File: src/rtl/cpu_pkg.sv
// Shared CPU definitions: load type codes, register-write enable code and
// the load unit state encoding.
package cpu_pkg;

    localparam logic [2:0] LB  = 3'b000;
    localparam logic [2:0] LH  = 3'b001;
    localparam logic [2:0] LW  = 3'b010;
    localparam logic [2:0] LBU = 3'b100;
    localparam logic [2:0] LHU = 3'b101;

    localparam logic [1:0] REGWRITE_EN = 2'b11;

    typedef enum logic [1:0] {
        IDLE = 2'd0,
        REQ  = 2'd1,
        WB   = 2'd2,
        ERR  = 2'd3
    } load_state_t;

endpackage

File: src/rtl/load_extract.sv
// Combinational lane select, sign/zero extension, byte-enable generation
// and legality check for a single load.
module load_extract
    import cpu_pkg::*;
(
    input  logic [31:0] word_i,
    input  logic [1:0]  off_i,
    input  logic [2:0]  load_type_i,
    output logic [31:0] result_o,
    output logic [3:0]  byteenable_o,
    output logic        legal_o
);

    logic [7:0]  byte_sel;
    logic [15:0] half_sel;

    assign byte_sel = word_i[{off_i, 3'b000} +: 8];
    assign half_sel = word_i[{off_i[1], 4'b0000} +: 16];

    always_comb begin
        result_o     = '0;
        byteenable_o = '0;
        legal_o      = 1'b0;
        case (load_type_i)
            LB: begin
                legal_o      = 1'b1;
                byteenable_o = 4'b0001 << off_i;
                result_o     = {{24{byte_sel[7]}}, byte_sel};
            end
            LBU: begin
                legal_o      = 1'b1;
                byteenable_o = 4'b0001 << off_i;
                result_o     = {24'h0, byte_sel};
            end
            LH: begin
                legal_o      = ~off_i[0];
                byteenable_o = 4'b0011 << off_i;
                result_o     = {{16{half_sel[15]}}, half_sel};
            end
            LHU: begin
                legal_o      = ~off_i[0];
                byteenable_o = 4'b0011 << off_i;
                result_o     = {16'h0, half_sel};
            end
            LW: begin
                legal_o      = (off_i == 2'b00);
                byteenable_o = 4'b1111;
                result_o     = word_i;
            end
            default: begin
                legal_o = 1'b0;
            end
        endcase
    end

endmodule

File: src/rtl/load_read_unit.sv
// Load unit: one Avalon-style read per request, result delivered as a
// single-cycle register write. All outputs are registered.
module load_read_unit
    import cpu_pkg::*;
#(
    parameter int ADDR_W = 32,
    parameter int DATA_W = 32
) (
    input  logic              clk,
    input  logic              reset,
    input  logic              start,
    input  logic [2:0]        load_type,
    input  logic [ADDR_W-1:0] load_addr,
    output logic [ADDR_W-1:0] address,
    output logic              read,
    output logic [3:0]        byteenable,
    input  logic              waitrequest,
    input  logic [DATA_W-1:0] readdata,
    output logic              busy,
    output logic [1:0]        RegWrite,
    output logic [DATA_W-1:0] WriteData,
    output logic              load_err,
    output load_state_t       state_dbg
);

    if (DATA_W != 32) begin : g_width_check
        $error("load_read_unit: DATA_W must be 32");
    end

    load_state_t       state_q, state_d;
    logic [ADDR_W-1:0] address_q, address_d;
    logic [3:0]        be_q, be_d;
    logic              read_q, read_d;
    logic              busy_q, busy_d;
    logic [1:0]        rw_q, rw_d;
    logic [DATA_W-1:0] wdata_q, wdata_d;
    logic              err_q, err_d;
    logic [2:0]        type_q, type_d;
    logic [1:0]        off_q, off_d;

    logic [1:0]        sel_off;
    logic [2:0]        sel_type;
    logic [31:0]       ext_result;
    logic [3:0]        ext_be;
    logic              ext_legal;

    // In IDLE the extractor checks the incoming request; afterwards it
    // works on the latched request and the live bus data.
    assign sel_off  = (state_q == IDLE) ? load_addr[1:0] : off_q;
    assign sel_type = (state_q == IDLE) ? load_type      : type_q;

    load_extract u_extract (
        .word_i       (readdata),
        .off_i        (sel_off),
        .load_type_i  (sel_type),
        .result_o     (ext_result),
        .byteenable_o (ext_be),
        .legal_o      (ext_legal)
    );

    // Bus handshake: a read transfer completes in the cycle where read=1 and
    // waitrequest=0; until then address, byteenable and read stay constant.
    always_comb begin
        state_d   = state_q;
        address_d = address_q;
        be_d      = be_q;
        wdata_d   = wdata_q;
        type_d    = type_q;
        off_d     = off_q;
        case (state_q)
            IDLE: begin
                if (start) begin
                    if (ext_legal) begin
                        state_d   = REQ;
                        address_d = {load_addr[ADDR_W-1:2], 2'b00};
                        be_d      = ext_be;
                        type_d    = load_type;
                        off_d     = load_addr[1:0];
                    end else begin
                        state_d = ERR;
                    end
                end
            end
            REQ: begin
                if (!waitrequest) begin
                    state_d = WB;
                    wdata_d = ext_result;
                end
            end
            WB:      state_d = IDLE;
            ERR:     state_d = IDLE;
            default: state_d = IDLE;
        endcase
        read_d = (state_d == REQ);
        busy_d = (state_d != IDLE);
        rw_d   = (state_d == WB) ? REGWRITE_EN : 2'b00;
        err_d  = (state_d == ERR);
    end

    always_ff @(posedge clk or posedge reset) begin
        if (reset) begin
            state_q   <= IDLE;
            address_q <= '0;
            be_q      <= '0;
            read_q    <= 1'b0;
            busy_q    <= 1'b0;
            rw_q      <= 2'b00;
            wdata_q   <= '0;
            err_q     <= 1'b0;
            type_q    <= '0;
            off_q     <= '0;
        end else begin
            state_q   <= state_d;
            address_q <= address_d;
            be_q      <= be_d;
            read_q    <= read_d;
            busy_q    <= busy_d;
            rw_q      <= rw_d;
            wdata_q   <= wdata_d;
            err_q     <= err_d;
            type_q    <= type_d;
            off_q     <= off_d;
        end
    end

    assign address    = address_q;
    assign read       = read_q;
    assign byteenable = be_q;
    assign busy       = busy_q;
    assign RegWrite   = rw_q;
    assign WriteData  = wdata_q;
    assign load_err   = err_q;
    assign state_dbg  = state_q;

endmodule

File: config.mk
export PLATFORM = sky130hd
export DESIGN_NAME = load_read_unit
export DESIGN_NICKNAME = d
export VERILOG_FILES = /design/src/rtl/cpu_pkg.sv /design/src/rtl/load_extract.sv /design/src/rtl/load_read_unit.sv
export SDC_FILE = /design/constraint.sdc
export NUM_CORES = 1
export LEC_CHECK = 0
export CORE_MARGIN = 10
export CORE_UTILIZATION = 47
export DETAILED_ROUTE_END_ITERATION = 10
export GPL_ROUTABILITY_DRIVEN = 0
export PLACE_DENSITY = 0.86
export SLEW_MARGIN = 5
export SYNTH_ARGS = -nofsm -noshare
export SYNTH_HDL_FRONTEND = slang
export SYNTH_SLANG_ARGS = --single-unit
File: constraint.sdc
create_clock -name clk -period 5.1 [get_ports clk]
set_input_delay 1.53 -clock clk [delete_from_list [all_inputs] [get_ports clk]]
set_output_delay 1.53 -clock clk [all_outputs]
set_load 0.1 [all_outputs]
# Yosys cells after proc, flatten, opt, wreduce, memory -nomap -nowiden
# Index checks and enable logic that the tools add are counted.
[totals] reg_bits=78 latchBits=0 ramBits=0 rom_bits=0 in_bits=71 output_inout_bits=75 word_cells=45 memories=0
[op_classes] addsub=0 n_mul=0 div=0 order_cmp=0 eq_ne=10 shifts=4 mux=10 bitwise_logic=2 reduce_logical=9
[op_table] op="32-bit one-hot mux with 5 select lines" n=1
[op_table] op="32-bit by 6-bit indexed part select with 16-bit output" n=1
[op_table] op="32-bit by 6-bit indexed part select with 8-bit output" n=1
[op_table] op="4-bit one-hot mux with 3 select lines" n=1
[op_table] op="2-bit two-way mux" n=5
[op_table] op="2-bit == test, second input constant" n=4
[op_table] op="3-bit == test, second input constant" n=2
[op_table] op="2-bit one-hot mux with 3 select lines" n=1
[op_table] op="2-bit OR reduction" n=3
[op_table] op="2-bit by 1-bit == test with 1-bit output, second input constant" n=2
[op_table] op="2-bit logical NOT" n=2
[op_table] op="1-bit by 2-bit << shifter with 4-bit output, first input constant" n=1
[op_table] op="2-bit by 2-bit << shifter with 4-bit output, first input constant" n=1
[op_table] op="3-bit by 1-bit == test with 1-bit output, second input constant" n=1
[op_table] op="3-bit by 2-bit == test with 1-bit output, second input constant" n=1
[op_table] op="3-bit logical NOT" n=1
[op_table] op="3-bit two-way mux" n=1
[op_table] op="1-bit one-hot mux with 3 select lines" n=1
[op_table] op="3-bit AND reduction" n=1
[op_table] op="1-bit NOT" n=2
[op_table] op="2-bit AND reduction" n=1
[op_table] op="2-bit nonzero test" n=1

# Depth between registers and ports, before layout
[logic_depth] ltp_word=10 depth_mapped=8 mapped_depth_nobuf=5

# Cells and area by module
# A second synthesis with hierarchy kept.
[hier_totals] cells_unflattened=304 area_unflattened_um2=3936.3
[modules_own_cells] mod="load_read_unit" n_inst=1 cells_per_inst=181 area_each_um2=3000.4 seq_area_each_um2=1926.8
[modules_own_cells] mod="load_extract" n_inst=1 cells_per_inst=123 area_each_um2=935.9 seq_area_each_um2=0.0

# Worst setup path before layout
# OpenSTA, ideal clock, no wires.
[synth_timing] path_kind="input -> register" startpoint="input load_type[0]" endpoint="register address_q[2], in the netlist address[2]" setup_time_ns=0.125 arrival_time_ns=3.022 required_time_ns=4.975 slack_ns=1.953 cell_stages=7 n_path_buf=2 cell_sequence="nor4b_1 a31oi_1 o311ai_4 nand3_2 buf_6 buf_6 mux2_4"
[synth_via] elab_chain_len=5 elab_cells_between_ends=10 cone_classes="4 x eq/ne; 2 x mux; 4 x reduce/logical"
[synth_lines] item="start: declaration" line_no="load_read_unit.sv:12" source="input logic [2:0] load_type,"
[synth_lines] item="3-bit two-way mux (*)" line_no="load_read_unit.sv:50" source="assign sel_type = (state_q == IDLE) ? load_type : type_q;"
[synth_lines] item="3-bit by 1-bit == test with 1-bit output, or another cell as far along" line_no="load_extract.sv:24" source="case (load_type_i)"
[synth_lines] item="2-bit OR reduction (no line)"
[synth_lines] item="1-bit one-hot mux with 3 select lines (*)" line_no="load_extract.sv:24"
[synth_lines] item="3-bit AND reduction (no line) (*)"
[synth_lines] item="end signal: assignment" line_no="load_read_unit.sv:114" source="address_q <= address_d;"
[synth_lines] item="end: declaration" line_no="load_read_unit.sv:31" source="logic [ADDR_W-1:0] address_q, address_d;"
# Every way passes the cells marked *; elsewhere a longest branch is shown, timed or not.
# A chain may end at the register's enable or synchronous reset.

# Worst setup path in the final report
[layout_timing] startpoint="input load_type[1]" endpoint="register address_q[25], in the netlist address[25]"
# The elaborated chain is that of the path after synthesis.

==> out/metrics.csv <==
metric;value;unit
CTS sink cnt;77;
P&R area growth vs syn;47.97;%
largest net degree at the start of global routing;52;
Rows;31;
Detail Placement HPWL;8.678;mm
Worst slew margin;30.68;%
Initial DRT Pass Iterations;5;
Max Cap Viol;0;
Worst R2R Setup Slack;2.12;ns
final count of hold timing violations;0;
critical path arrival;4.06;ns
Max H-tree Level;3;
Avg WL per Cell;20.67;µm
total track usage;19.50;%
Synth Instances;315;
top_reg_cell synth;dfrtp_1;
Die Area;11590;µm²
Synth Warn #;0;
Worst EP required;5.34;ns
Yosys reg bits;77;
clk_skew;0.009332;ns
commonest non-fill, non-tap cell in the layout;clkdlybuf4s50_1;
initial antenna violation count;0;
synthesized area;3612;µm²
area leader, netlist;dfrtp_1;
Min Hold Slack;0.4938;ns
RSZ-0062 raised after global routing;false;
CP Capture Type;flop;
GRT overflow;0;
fill count;540;
Ports;146;
number of global-route vias before repair;3208;
syn_area_per_cell;11.47;µm²
Slew @ Worst Pin;1.037;ns
Startpoint Class;input port;
port bufs;143;
Total Routed Length;11.56;mm
Die W;107.7;µm
sequential area share after synthesis;53.34;%
fin crit share;75.05;%
first-pass GRT wire length;17.88;mm
core region area;7370;µm²
Avg Vias per Cell;5.771;
critical path class;in2reg;
Clock transition at path regs;0.08;ns
Synth top area share;53.34;%
layout net count;527;
f_max;0.2613;GHz
CTS root buffer;clkbuf_8;
Initial Utilization;49.02;%
# DRC;0;
CTS max path bufs;2;
vias;3226;
min cycle time layout;3.828;ns
Antenna Violating Nets Remaining;0;
share of post-route cells with drive strength above 1;14.78;%
# hold bufs at CTS;0;
Post-synth EDFFs;0;
detailed router's first-iteration violation count;339;
# setup viols final;0;
asr flop ratio synth;100.0;%
fin util;72.53;%
worst skew pair latency;0.36;ns
number of CTS-inserted buffers;9;
Setup TNS;0;ns
post-CTS setup buffer count;0;
Hold Path Class;reg2reg;
fin. max-slew vios;0;
most frequent cells in the layout;clkdlybuf4s50_1, dfrtp_1, nand3_1;
Distinct cells, synth;40;
CTS tree;done;
# diodes;0;
CP max FO;31;
die height;107.7;µm
post-CTS sizing;0;
largest cells by area after synthesis;dfrtp_1, mux2_2, nand3_1, mux2_4, mux2i_1;
status;finished, final reports clean;
==> layer usage <==
metal | track usage, % | vias up | wire, µm
li1 | - | 1455 | -
met1 | 23.80 | 1570 | 4673
met2 | 31.44 | 171 | 5509
met5 | 0 | - | 0
met3 | 5.629 | 30 | 1033
met4 | 8.302 | 0 | 339
==> flip-flops by register name, indices dropped and copies added, names as in the netlist <==
name        count
RegWrite        1
WriteData      32
address        30
busy            1
byteenable      4
load_err        1
off_q           2
read            1
state_dbg       2
type_q          3
==> logic make-up after synthesis <==
kind of cell | count (synthesis) | share of synthesized area [%]
other | 1 | 0.1038
buffers and inverters | 25 | 3.498
AND/OR/NAND/NOR | 90 | 11.92
AO/OA/AOI/OAI | 66 | 13.13
flip-flops | 77 | 53.34
multiplexers | 56 | 18.01
==> stage by stage <==
stage	worst slack, ns	std cells	instance area [µm²]
after floorplan	1.603	316	3616
after global placement	1.014	544	5109
after detailed placement	0.9613	544	5109
after CTS	1.321	559	5345
after global routing	1.153	559	5345
final	1.272	559	5345
==> worst paths after layout <==
kind,startpoint,to,cells past startpoint
min in group asynchronous,reset,address[9],2
hold reg to reg,WriteData[23],WriteData[23],2
setup / recovery,load_type[1],address[25],7
setup reg to reg,state_dbg[1],address[25],6
max in group asynchronous,reset,byteenable[3],3
hold / removal,WriteData[23],WriteData[23],2
==> cells in the mapped netlist (all sizes together) (2+ instances only) <==
| master | instances |
|---|---|
| mux2i | 14 |
| a211oi | 3 |
| a2bb2oi | 5 |
| nor4 | 4 |
| o21a | 2 |
| buf | 10 |
| o21ai | 8 |
| a21oi | 20 |
| o221ai | 7 |
| a22oi | 2 |
| inv | 4 |
| mux2 | 42 |
| o22ai | 4 |
| nor3b | 2 |
| nand2 | 31 |
| nor4b | 2 |
| nand2b | 2 |
| nand3 | 35 |
| a222oi | 7 |
| clkbuf | 10 |
| dfrtp | 77 |
| a31oi | 3 |
| nor2 | 10 |
==> critical path, cell delays in order <==
cell	delay (ns)
clkdlybuf4s50_1	0.47
nor4b_1	0.17
a31oi_1	0.57
o311ai_4	0.18
nand3_2	0.28
buf_4	0.45
mux2_2	0.39
==> layout make-up <==
| class | instances | area (µm²) | area share, % |
|---|---|---|---|
| Sequential cell | 77 | 1927 | 36.05 |
| Inverter | 5 | 18.77 | 0.3511 |
| Clock buffer | 9 | 123.9 | 2.317 |
| Clock inverter | 6 | 112.6 | 2.107 |
| Timing Repair Buffer | 149 | 1476 | 27.62 |
| Tap cell | 99 | 123.9 | 2.317 |
| Multi-Input combinational cell | 214 | 1563 | 29.24 |
Power is left out: the tool's default activity adds up to more than one toggle a clock period on the data nets, which glitch-free logic cannot reach.
